[config.mk]
export PLATFORM = sky130hd
export DESIGN_NAME = i2c_seq_matcher
export DESIGN_NICKNAME = d
export VERILOG_FILES = /design/src/rtl/i2c_seq_matcher.sv
export SDC_FILE = /design/constraint.sdc
export NUM_CORES = 1
export LEC_CHECK = 0
export BUFFER_PORTS_ARGS = -buffer_cell sky130_fd_sc_hd__buf_2
export CAP_MARGIN = 10
export CORE_MARGIN = 2
export CORE_UTILIZATION = 55
export DETAILED_ROUTE_END_ITERATION = 10
export PLACE_DENSITY = 0.79
export SLEW_MARGIN = 20
export SYNTH_ARGS = -nofsm -noshare
export SYNTH_HDL_FRONTEND = slang
export SYNTH_SLANG_ARGS = --single-unit
[constraint.sdc]
create_clock -name clk -period 2.7 [get_ports clk]
set_input_delay 0.27 -clock clk [delete_from_list [all_inputs] [get_ports clk]]
set_output_delay 0.27 -clock clk [all_outputs]
set_load 0.02 [all_outputs]
[src/rtl/i2c_seq_matcher.sv]
// I2C bus monitor: synchronises scl/sda, deserialises bytes after START and
// checks the frame against a programmable byte pattern that must end in STOP.
module i2c_seq_matcher #(
  parameter int unsigned NBYTES      = 4,
  parameter int unsigned SYNC_STAGES = 2,
  parameter int unsigned LW          = $clog2(NBYTES + 1)
) (
  input  logic                clk,
  input  logic                reset,
  input  logic                scl,
  input  logic                sda,
  input  logic                en,
  input  logic [LW-1:0]       pat_len,
  input  logic [8*NBYTES-1:0] pattern,
  output logic                byte_valid,
  output logic [7:0]          byte_data,
  output logic                ack_bit,
  output logic                match,
  output logic                mismatch,
  output logic                busy,
  output logic [2:0]          state_o
);

  localparam int unsigned IW = (NBYTES > 1) ? $clog2(NBYTES) : 1;

  typedef enum logic [2:0] {
    S_IDLE    = 3'd0,
    S_SHIFT   = 3'd1,
    S_ACK     = 3'd2,
    S_MATCHED = 3'd3,
    S_SKIP    = 3'd4
  } state_t;

  logic [SYNC_STAGES-1:0] r_scl_sync;
  logic [SYNC_STAGES-1:0] r_sda_sync;
  logic                   r_scl_hist;
  logic                   r_sda_hist;

  state_t                 r_state;
  logic [2:0]             r_bit_cnt;
  logic [IW-1:0]          r_idx;
  logic [7:0]             r_shift;
  logic [8*NBYTES-1:0]    r_pat;
  logic [LW-1:0]          r_len;

  state_t                 w_state_nxt;
  logic [2:0]             w_bit_cnt_nxt;
  logic [IW-1:0]          w_idx_nxt;
  logic [7:0]             w_shift_nxt;
  logic [8*NBYTES-1:0]    w_pat_nxt;
  logic [LW-1:0]          w_len_nxt;
  logic [7:0]             w_bd_nxt;
  logic                   w_ack_nxt;
  logic                   w_bv_nxt;
  logic                   w_match_nxt;
  logic                   w_mm_nxt;

  logic                   w_scl;
  logic                   w_sda;
  logic                   w_start;
  logic                   w_stop;
  logic                   w_rise;
  logic [LW-1:0]          w_len_clamped;
  logic [7:0]             w_pat_byte;
  logic                   w_last;

  // Pin synchronisers plus one history flop; reset to the idle-bus level so no event fires on release
  always_ff @(posedge clk) begin
    if (reset) begin
      r_scl_sync <= '1;
      r_sda_sync <= '1;
      r_scl_hist <= 1'b1;
      r_sda_hist <= 1'b1;
    end else begin
      r_scl_sync <= {r_scl_sync[SYNC_STAGES-2:0], scl};
      r_sda_sync <= {r_sda_sync[SYNC_STAGES-2:0], sda};
      r_scl_hist <= r_scl_sync[SYNC_STAGES-1];
      r_sda_hist <= r_sda_sync[SYNC_STAGES-1];
    end
  end

  // Bus event decode; START/STOP mask a coincident RISE
  assign w_scl   = r_scl_sync[SYNC_STAGES-1];
  assign w_sda   = r_sda_sync[SYNC_STAGES-1];
  assign w_start = w_scl & r_sda_hist & ~w_sda;
  assign w_stop  = w_scl & ~r_sda_hist & w_sda;
  assign w_rise  = ~r_scl_hist & w_scl & ~w_start & ~w_stop;

  assign w_len_clamped = (pat_len > LW'(NBYTES)) ? LW'(NBYTES) : pat_len;
  assign w_pat_byte    = r_pat[{r_idx, 3'b000} +: 8];
  assign w_last        = ((32'(r_idx) + 32'd1) == 32'(r_len));

  // Next-state and registered-output decode
  always_comb begin
    w_state_nxt   = r_state;
    w_bit_cnt_nxt = r_bit_cnt;
    w_idx_nxt     = r_idx;
    w_shift_nxt   = r_shift;
    w_pat_nxt     = r_pat;
    w_len_nxt     = r_len;
    w_bd_nxt      = byte_data;
    w_ack_nxt     = ack_bit;
    w_bv_nxt      = 1'b0;
    w_match_nxt   = 1'b0;
    w_mm_nxt      = 1'b0;

    if (!en) begin
      w_state_nxt = S_IDLE;
    end else if (w_start) begin
      // Any START (first or repeated) restarts the frame silently
      w_pat_nxt     = pattern;
      w_len_nxt     = w_len_clamped;
      w_bit_cnt_nxt = 3'd0;
      w_idx_nxt     = '0;
      w_state_nxt   = (w_len_clamped == '0) ? S_SKIP : S_SHIFT;
    end else if (w_stop) begin
      case (r_state)
        S_SHIFT, S_ACK: w_mm_nxt    = 1'b1;
        S_MATCHED:      w_match_nxt = 1'b1;
        default:        ;
      endcase
      w_state_nxt = S_IDLE;
    end else if (w_rise) begin
      case (r_state)
        S_SHIFT: begin
          w_shift_nxt   = {r_shift[6:0], w_sda};
          w_bit_cnt_nxt = r_bit_cnt + 3'd1;
          if (r_bit_cnt == 3'd7) begin
            w_state_nxt = S_ACK;
          end
        end
        S_ACK: begin
          w_bd_nxt  = r_shift;
          w_ack_nxt = w_sda;
          w_bv_nxt  = 1'b1;
          if ((r_shift != w_pat_byte) || w_sda) begin
            w_state_nxt = S_SKIP;
            w_mm_nxt    = 1'b1;
          end else if (w_last) begin
            w_state_nxt = S_MATCHED;
          end else begin
            w_idx_nxt     = r_idx + IW'(1);
            w_bit_cnt_nxt = 3'd0;
            w_state_nxt   = S_SHIFT;
          end
        end
        S_MATCHED: begin
          w_state_nxt = S_SKIP;
          w_mm_nxt    = 1'b1;
        end
        default: ;
      endcase
    end
  end

  // State and output registers
  always_ff @(posedge clk) begin
    if (reset) begin
      r_state    <= S_IDLE;
      r_bit_cnt  <= 3'd0;
      r_idx      <= '0;
      r_shift    <= 8'd0;
      r_pat      <= '0;
      r_len      <= '0;
      byte_data  <= 8'd0;
      ack_bit    <= 1'b0;
      byte_valid <= 1'b0;
      match      <= 1'b0;
      mismatch   <= 1'b0;
      busy       <= 1'b0;
    end else begin
      r_state    <= w_state_nxt;
      r_bit_cnt  <= w_bit_cnt_nxt;
      r_idx      <= w_idx_nxt;
      r_shift    <= w_shift_nxt;
      r_pat      <= w_pat_nxt;
      r_len      <= w_len_nxt;
      byte_data  <= w_bd_nxt;
      ack_bit    <= w_ack_nxt;
      byte_valid <= w_bv_nxt;
      match      <= w_match_nxt;
      mismatch   <= w_mm_nxt;
      busy       <= (w_state_nxt != S_IDLE);
    end
  end

  assign state_o = r_state;

endmodule

# --- Yosys cells after proc, flatten, opt, wreduce, memory -nomap -nowiden ---
# Cells that the tools add are included.
word_totals:
  input_bits: 40
  register_bits: 70
  wordCells: 90
classes:
  muxes: 29
  n_addsub: 3
  shifts: 1
  bitwise_logic: 14
  magnitude_cmp: 1
  n_reduce_logical: 15
  eq_ne: 11
ops:
  columns: ["op", "n"]
  rows:
  - ["2-to-1 mux 3 bit", 13]
  - ["variable part select 32 x 6 -> 8 bit", 1]
  - ["2-to-1 mux 2 bit", 7]
  - ["AND reduction 6 bit", 2]
  - ["AND reduction 5 bit", 2]
  - ["one-hot mux 3 bit (3 select lines)", 1]
  - ["!= test 8 bit", 1]
  - ["AND 1 bit", 7]
  - ["NOT 1 bit", 7]
  - ["equality test 3 x 2 -> 1 bit, second input constant", 2]
  - ["2-to-1 mux 1 bit", 6]
  - ["!= test 2 bit, second input constant", 3]
  - ["!= test 3 bit, second input constant", 2]
  - ["one-hot mux 3 bit (2 select lines)", 1]
  - ["nonzero test 3 bit", 2]
  - ["OR reduction 5 bit", 1]
  - ["nonzero test 2 bit", 2]
  - ["OR reduction 4 bit", 1]
  - ["adder 2 x 1 -> 3 bit, second input constant", 1]
  - ["adder 3 x 1 -> 3 bit, second input constant", 1]
  - ["equality test 3 x 1 -> 1 bit, second input constant", 1]
  - ["equality test 3 bit", 1]
  - ["equality test 3 bit, second input constant", 1]
  - ["greater-than comparator 3 bit, second input constant", 1]
  - ["7 further kinds", 7]

# --- Depth between registers and ports, before layout ---
# Gate-level depths: netlist of the first run.
depth:
  word_depth: 10
  ltp_mapped: 9
  depth_no_buf: 7

# --- Least setup slack after synthesis of the first run ---
# Ideal clock, no wire load.
synth_timing:
  kind: "flip-flop to flip-flop"
  from: "register r_idx[0]"
  to: "register r_bit_cnt[0]"
  setup_ns: 0.121
  path_slack_ns: 0.231
  path_buffers: 1
  path_stages_with_launch: 8
  arrival_ns: 2.348
  cell_sequence: "dfxtp_1 > buf_2 > mux4_2 > xnor2_1 > o2111ai_1 > or3_4 > o311a_1 > mux2_2"
synth_via:
  elab_chain_cells: 5
  elab_cells_between_ends: 8
  classes_between: "add/sub: 1; eq/ne: 4; shift: 1; reduce/logical: 2"
synth_rtl:
  columns: ["item", "line_no", "rtl"]
  rows:
  - ["start: declaration", "41", "logic [IW-1:0] r_idx;"]
  - ["start signal: assignment", "174", "r_idx <= w_idx_nxt;"]
  - ["variable part select 32 x 6 -> 8 bit", "90", "assign w_pat_byte = r_pat[{r_idx, 3'b000} +: 8];"]
  - ["!= test 8 bit", "136", "if ((r_shift != w_pat_byte) || w_sda) begin"]
  - ["logical OR 1 bit", "136", null]
  - ["!= test 3 bit (no source line)", null, null]
  - ["AND reduction 6 bit (no source line) *", null, null]
  - ["end signal: assignment", "173", "r_bit_cnt <= w_bit_cnt_nxt;"]
  - ["end: declaration", "40", "logic [2:0] r_bit_cnt;"]
# Every way passes the cells marked *; elsewhere a longest branch is shown, timed or not.
# A chain may end at the register's enable or synchronous reset.

# --- Worst setup path after layout of the first run ---
# Same ends and word-level chain as after synthesis.

==> results of run 1 <==
==> synth_stat cells <==
library cell,n
o21a_1,1
o311a_1,1
nand3_1,10
a22o_1,3
and2_1,2
nor2_1,14
mux2_2,1
nor2b_1,2
nor3_1,6
o21ai_0,3
nor4_1,1
nand2b_1,3
nand2_1,86
or4b_2,1
o31ai_1,1
a211oi_1,1
mux4_2,4
xnor2_1,8
clkbuf_1,16
a31oi_1,1
dfxtp_1,70
ha_1,3
or2_2,7
and3_1,2
xor2_1,9
o2111ai_1,1
mux2i_1,19
or3_1,2
buf_2,5
or3b_2,1
a2111oi_4,1
inv_1,1
a311o_1,1
and4_1,1
nand3b_1,3
nor3b_1,1
a21oi_1,48
or3_4,1
==> sequential cells by signal (all words and copies together) (netlist names) <==
name,count
r_scl_hist,1
r_scl_sync,2
r_bit_cnt,3
r_pat,32
r_shift,8
mismatch,1
match,1
r_sda_hist,1
byte_data,8
r_len,3
r_sda_sync,2
ack_bit,1
state_o,3
busy,1
r_idx,2
byte_valid,1
==> path summary, 6_finish.rpt <==
| check | start | end | depth (start not counted) |
|---|---|---|---|
| min | sda | r_sda_sync[0] | 2 |
| min reg2reg | r_scl_sync[0] | r_scl_sync[1] | 1 |
| max | r_idx[0] | r_bit_cnt[0] | 7 |
| max reg2reg | r_idx[0] | r_bit_cnt[0] | 7 |
==> per-layer routing <==
metal / part of all wire (%) / wire (microns)
met1: 44 / 2880
met2: 48 / 3130
met3: 5.7 / 370
met4: 1.9 / 126
met5: 0 / 0
==> stage by stage <==
| stage | instance area, sq um | instances | utilization [%] |
|---|---|---|---|
| final | 3590 | 471 | 69.4 |
| after global placement | 3340 | 455 | 64.6 |
| after floorplan | 2980 | 341 | - |
| after detailed placement | 3340 | 455 | 64.6 |
| after CTS | 3590 | 471 | 69.4 |
| after global routing | 3590 | 471 | 69.4 |
==> cell type report <==
cell class,count,share of cell area (%)
clock inverter,6,3.03
multi-input combinational,249,41.4
sequential,70,39.0
tap,70,2.44
clock buffer,10,3.83
inverter,1,0.105
timing repair buffer,65,10.1
==> critical path, cell delays in order (launching register included) <==
cell	delay, ns
dfxtp_1	0.35
buf_4	0.20
mux4_2	0.53
xnor2_1	0.21
o2111ai_1	0.17
or3_4	0.40
o311a_1	0.37
mux2_2	0.27
==> cell usage in the layout, fill, tap and decap left out, types with 2 or more instances in the layout <==
cell type	instances
nor2b_1	2
or3_1	2
mux2i_1	19
o21ai_0	3
and2_1	2
a22o_1	3
xnor2_1	8
nand3_1	10
mux4_2	4
clkbuf_8	10
dfxtp_1	70
nand2_1	86
bufinv_16	3
nand2b_1	3
nor3_1	6
nand3b_1	3
clkinv_2	2
or2_2	7
a21oi_1	48
xor2_1	9
and3_1	2
ha_1	3
buf_2	55
nor2_1	14
buf_4	9
==> power groups by stage <==
stage / clock network [uW] / logic (uW) / registers, uW
floorplan: 0 / 61.9 / 1080
global route: 1090 / 119 / 1060
global placement: 0 / 103 / 1080
detailed placement: 0 / 105 / 1080
CTS: 1040 / 107 / 1050
finish: 1030 / 106 / 1060
==> logic make-up (layout without fill, tap and decap cells) <==
kind of cell / Yosys count / in the layout / share of synthesized area (%)
adders and majority gates: 3 / 3 / 1.26
DFF: 70 / 70 / 47.1
and+or+nand+nor: 143 / 143 / 21.6
xor gates and xnor gates: 17 / 17 / 5.00
buffers and inverters: 22 / 82 / 2.98
muxes: 24 / 24 / 9.79
AOI/OAI and AO/OA: 62 / 62 / 12.3
==> impl_metrics.toml, run 1 <==
[pwr]
sw_frac_of_total_pct = 21.1
peakVddDrop_v = 0.000362
seqPwrFrac_pct = 48.1
power_density_nw_per_um2 = 611
p_switching_uw = 463
p_comb_share_pct = 4.9
p_leak_uw = 0.00146
p_int_uw = 1730
pwr-share-clk_pct = 47.0
total_power_uw = 2190

[timing]
fmax_ghz = 0.384
tns_ns = 0
fin_crit_sh_pct = 96.5
clock_skew_ns = 0.00601
worstMarginPinSlew_ns = 0.551
final-hold-violation-count = 0
grt_setup_unrepaired = "no"
drv_slew = 0
finalSetupViolCount = 0
final.setup.worst_slack_ns = 0.0946
fin_crit_ns = 2.61
hold_slack_ns = 0.102
max-slew-margin-rel_pct = 63.2

[worst_setup_path]
cp.required_ns = 2.94
end_kind = "register"
cp_max_fo = 11
critPathKind = "reg -> reg"
crit_arrival_ns = 2.84
start_kind = "register"
r2r_setup_slack_ns = 0.09

[die]
io_pins = 56
die_area_sq_um = 6020
num_rows = 26
chipHeight_microns = 77.6
initial_core_util_pct = 57.6
core_area_sq_um = 5170
fp.dieW_microns = 77.6

[route]
vias = 2531
avgViaCountPerCell = 5.37
drt-initial-drc-count = 249
wirelength_microns = 6500
wl_per_cell_microns = 13.8
drtAntennaViolNets = 0
first_pass_iters = 4
drc = 0

[global_routing]
gr-usage-all-layers_pct = 23.6
antenna_found_initial = 0
use_met3_pct = 6.40
grt_overflow = 0
grt_use_met2_pct = 39.1
use_met1_pct = 29.2
grt_pass1_wl_microns = 11200
busiest_layer = "met2"
grt_max_degree = 40
grt_pass1_vias = 2471

[finish]
multi_input_area_sq_um = 1490
final_layout_size_suffix_gt1_share_pct = 24.2
fill_cells = 429
area_growth_pct = 20.5
ff_latch_area_sq_um = 1400
fin_nets = 439
insertedDiodeCount = 0

[yosys]
syn_nets = 384
syn_inst = 341
yosysWarnings = 0
avgSynthCellArea_sq_um = 8.73
ys_ff_latch = 70
ys_seq_area_share_pct = 47.1
synth_top_area_share_pct = 47.1
netlist_area_sq_um = 2980
synth_top_area_cell = "dfxtp_1"
synth_area_leaders = "dfxtp_1 (47%), nand2_1 (11%), a21oi_1 (8.1%)"
synthDistinctLibCells = 38

[clock_network]
cts-hold-fix-buffers = 0
clockBufferDepth = 2
postCtsSetupBuffers = 0
clockRootBuffer = "clkbuf_8"
cts.htree.levels = 3
cts_sinks = 70
ctsResizeCount = 0
cts_tree = "yes"
clk_pin_slew_ns = 0.07
cts_buffers = 9
clk_latency_ns = 0.35

[place]
portBuffers = 55
hpwl_microns = 4400
pre_cts_ws_ns = 0.161
gp_congestion = 0.814

[worst_hold_path]
hp-class = "in -> reg"

[run_status]
status = "finished, final reports clean"

[run]
drv_cap = 0
No activity file was read; power rests on OpenSTA's default activity.
==> run 2: changes to the inputs <==
--- a/config.mk
+++ b/config.mk
@@ -5,12 +5,12 @@
 export SDC_FILE = /design/constraint.sdc
 export NUM_CORES = 1
 export LEC_CHECK = 0
-export BUFFER_PORTS_ARGS = -buffer_cell sky130_fd_sc_hd__buf_2
 export CAP_MARGIN = 10
 export CORE_MARGIN = 2
-export CORE_UTILIZATION = 55
+export CORE_UTILIZATION = 58
 export DETAILED_ROUTE_END_ITERATION = 10
-export PLACE_DENSITY = 0.79
+export DONT_BUFFER_PORTS = 1
+export PLACE_DENSITY = 0.74
 export SLEW_MARGIN = 20
 export SYNTH_ARGS = -nofsm -noshare
 export SYNTH_HDL_FRONTEND = slang
==> run 2 against run 1 <==
Against the previous run:
- final area shrank 9.6%
- combinational power decreased by 32%
- hold slack got worse by 0.079 ns
- clock power shrank 29%
- die area fell by 4.9%
- via count fell by 9.6%
- sequential share of layout area rose by 4.1 points
- sequential cell count is the same
- wire length fell by 6.6%
- critical path type unchanged
- critical endpoint unchanged
==> impl_metrics.toml, run 2 (synthesized netlist as in run 1, its figures left out) <==
[run_status]
status = "finished, final reports clean"

[die]
fp.dieW_microns = 75.7
core_area_sq_um = 5040
initial_core_util_pct = 59.1
io_pins = 56
num_rows = 26
die_area_sq_um = 5720
chipHeight_microns = 75.7

[worst_setup_path]
cp_max_fo = 11
crit_arrival_ns = 2.77
start_kind = "register"
end_kind = "register"
critPathKind = "reg -> reg"
cp.required_ns = 2.93

[route]
drc = 0
first_pass_iters = 4
wirelength_microns = 6070
vias = 2288
wl_per_cell_microns = 14.6
drtAntennaViolNets = 0
avgViaCountPerCell = 5.49
drt-initial-drc-count = 193

[global_routing]
grt_pass1_wl_microns = 9580
grt_overflow = 0
grt_pass1_vias = 2001
gr-usage-all-layers_pct = 22.8
antenna_found_initial = 0
grt_max_degree = 54

[timing]
worstMarginPinSlew_ns = 0.489
hold_slack_ns = 0.0233
grt_setup_unrepaired = "no"
finalSetupViolCount = 0
clock_skew_ns = 0.00830
fmax_ghz = 0.394
fin_crit_sh_pct = 94.1
max-slew-margin-rel_pct = 67.3
drv_slew = 0
fin_crit_ns = 2.54
final-hold-violation-count = 0
tns_ns = 0

[place]
portBuffers = 0
hpwl_microns = 4260
gp_congestion = 0.810

[clock_network]
cts.htree.levels = 3
cts_buffers = 9
clk_latency_ns = 0.35
cts_tree = "yes"
cts_sinks = 70
clockRootBuffer = "clkbuf_8"
postCtsSetupBuffers = 0
clk_pin_slew_ns = 0.07
clockBufferDepth = 2

[finish]
insertedDiodeCount = 0
largest_registers = "r_pat: 32 flops, byte_data: 8 flops, r_shift: 8 flops"
largest_reg_flops = 32
final_layout_size_suffix_gt1_share_pct = 11.8
largest_register = "r_pat"
final_common_cell = "nand2_1"
area_growth_pct = 9.03
final_cell_mix = "nand2_1 (86), dfxtp_1 (70), a21oi_1 (48)"
fin_nets = 385

[worst_hold_path]
hp-class = "in -> reg"

[pwr]
power_density_nw_per_um2 = 573
peakVddDrop_v = 0.000445
p_leak_uw = 0.00119

[run]
drv_cap = 0
run 2: worst max-delay path, cell delays in order (launching register included):
cell and delay [ns]:
dfxtp_1 0.36, buf_6 0.17, mux4_2 0.52, xnor2_1 0.16, o2111ai_1 0.17, or3_4 0.40
o311a_1 0.38, mux2_2 0.27
run 2: report_power, final:
group          internal [uW]  switching (uW)  total [uW]
logic                   28.9            43.4        72.3
clock network            354             377         731
registers               1050            10.2        1060
total                   1430             430        1860
run 2: final cells by class:
cell class / count / area [sq um]
Inverter: 1 / 3.75
Clock buffer: 12 / 145
Timing Repair Buffer: 11 / 98.8
Clock inverter: 4 / 22.5
Sequential cell: 70 / 1400
Fill cell: 452 / 1800
Tap cell: 70 / 87.6
Multi-Input combinational cell: 249 / 1490
run 2: metrics by stage:
step	std cells	utilization (%)	instance area [sq um]	total power, uW	setup slack, ns
floorplan	341	-	2980	1140	0.231
global placement	400	60.6	3060	1140	0.199
detailed placement	400	60.6	3060	1140	0.134
CTS	417	64.3	3240	1870	0.114
global route	417	64.4	3250	1920	0.0250
finish	417	64.4	3250	1860	0.159
run 2: worst paths after layout:
path	slack, ns	endpoint	from	cells past startpoint
max reg2reg	0.16	r_bit_cnt[0]	r_idx[0]	7
min	0.02	r_scl_sync[0]	scl	1
max	0.16	r_bit_cnt[0]	r_idx[0]	7
min reg2reg	0.42	r_scl_sync[1]	r_scl_sync[0]	1
run 2: what timing repair did:
item,in CTS,in global routing
hold buffers,1,0
resized for setup,0,1
setup endpoints to repair,0,1
endpoints found under the hold margin,53,0
run 2: per-layer routing:
metal	GRT usage (%)	routed length, microns
met2	32.4	2690
met4	11.3	109
met5	0	0
met3	5.29	333
met1	32.6	2930
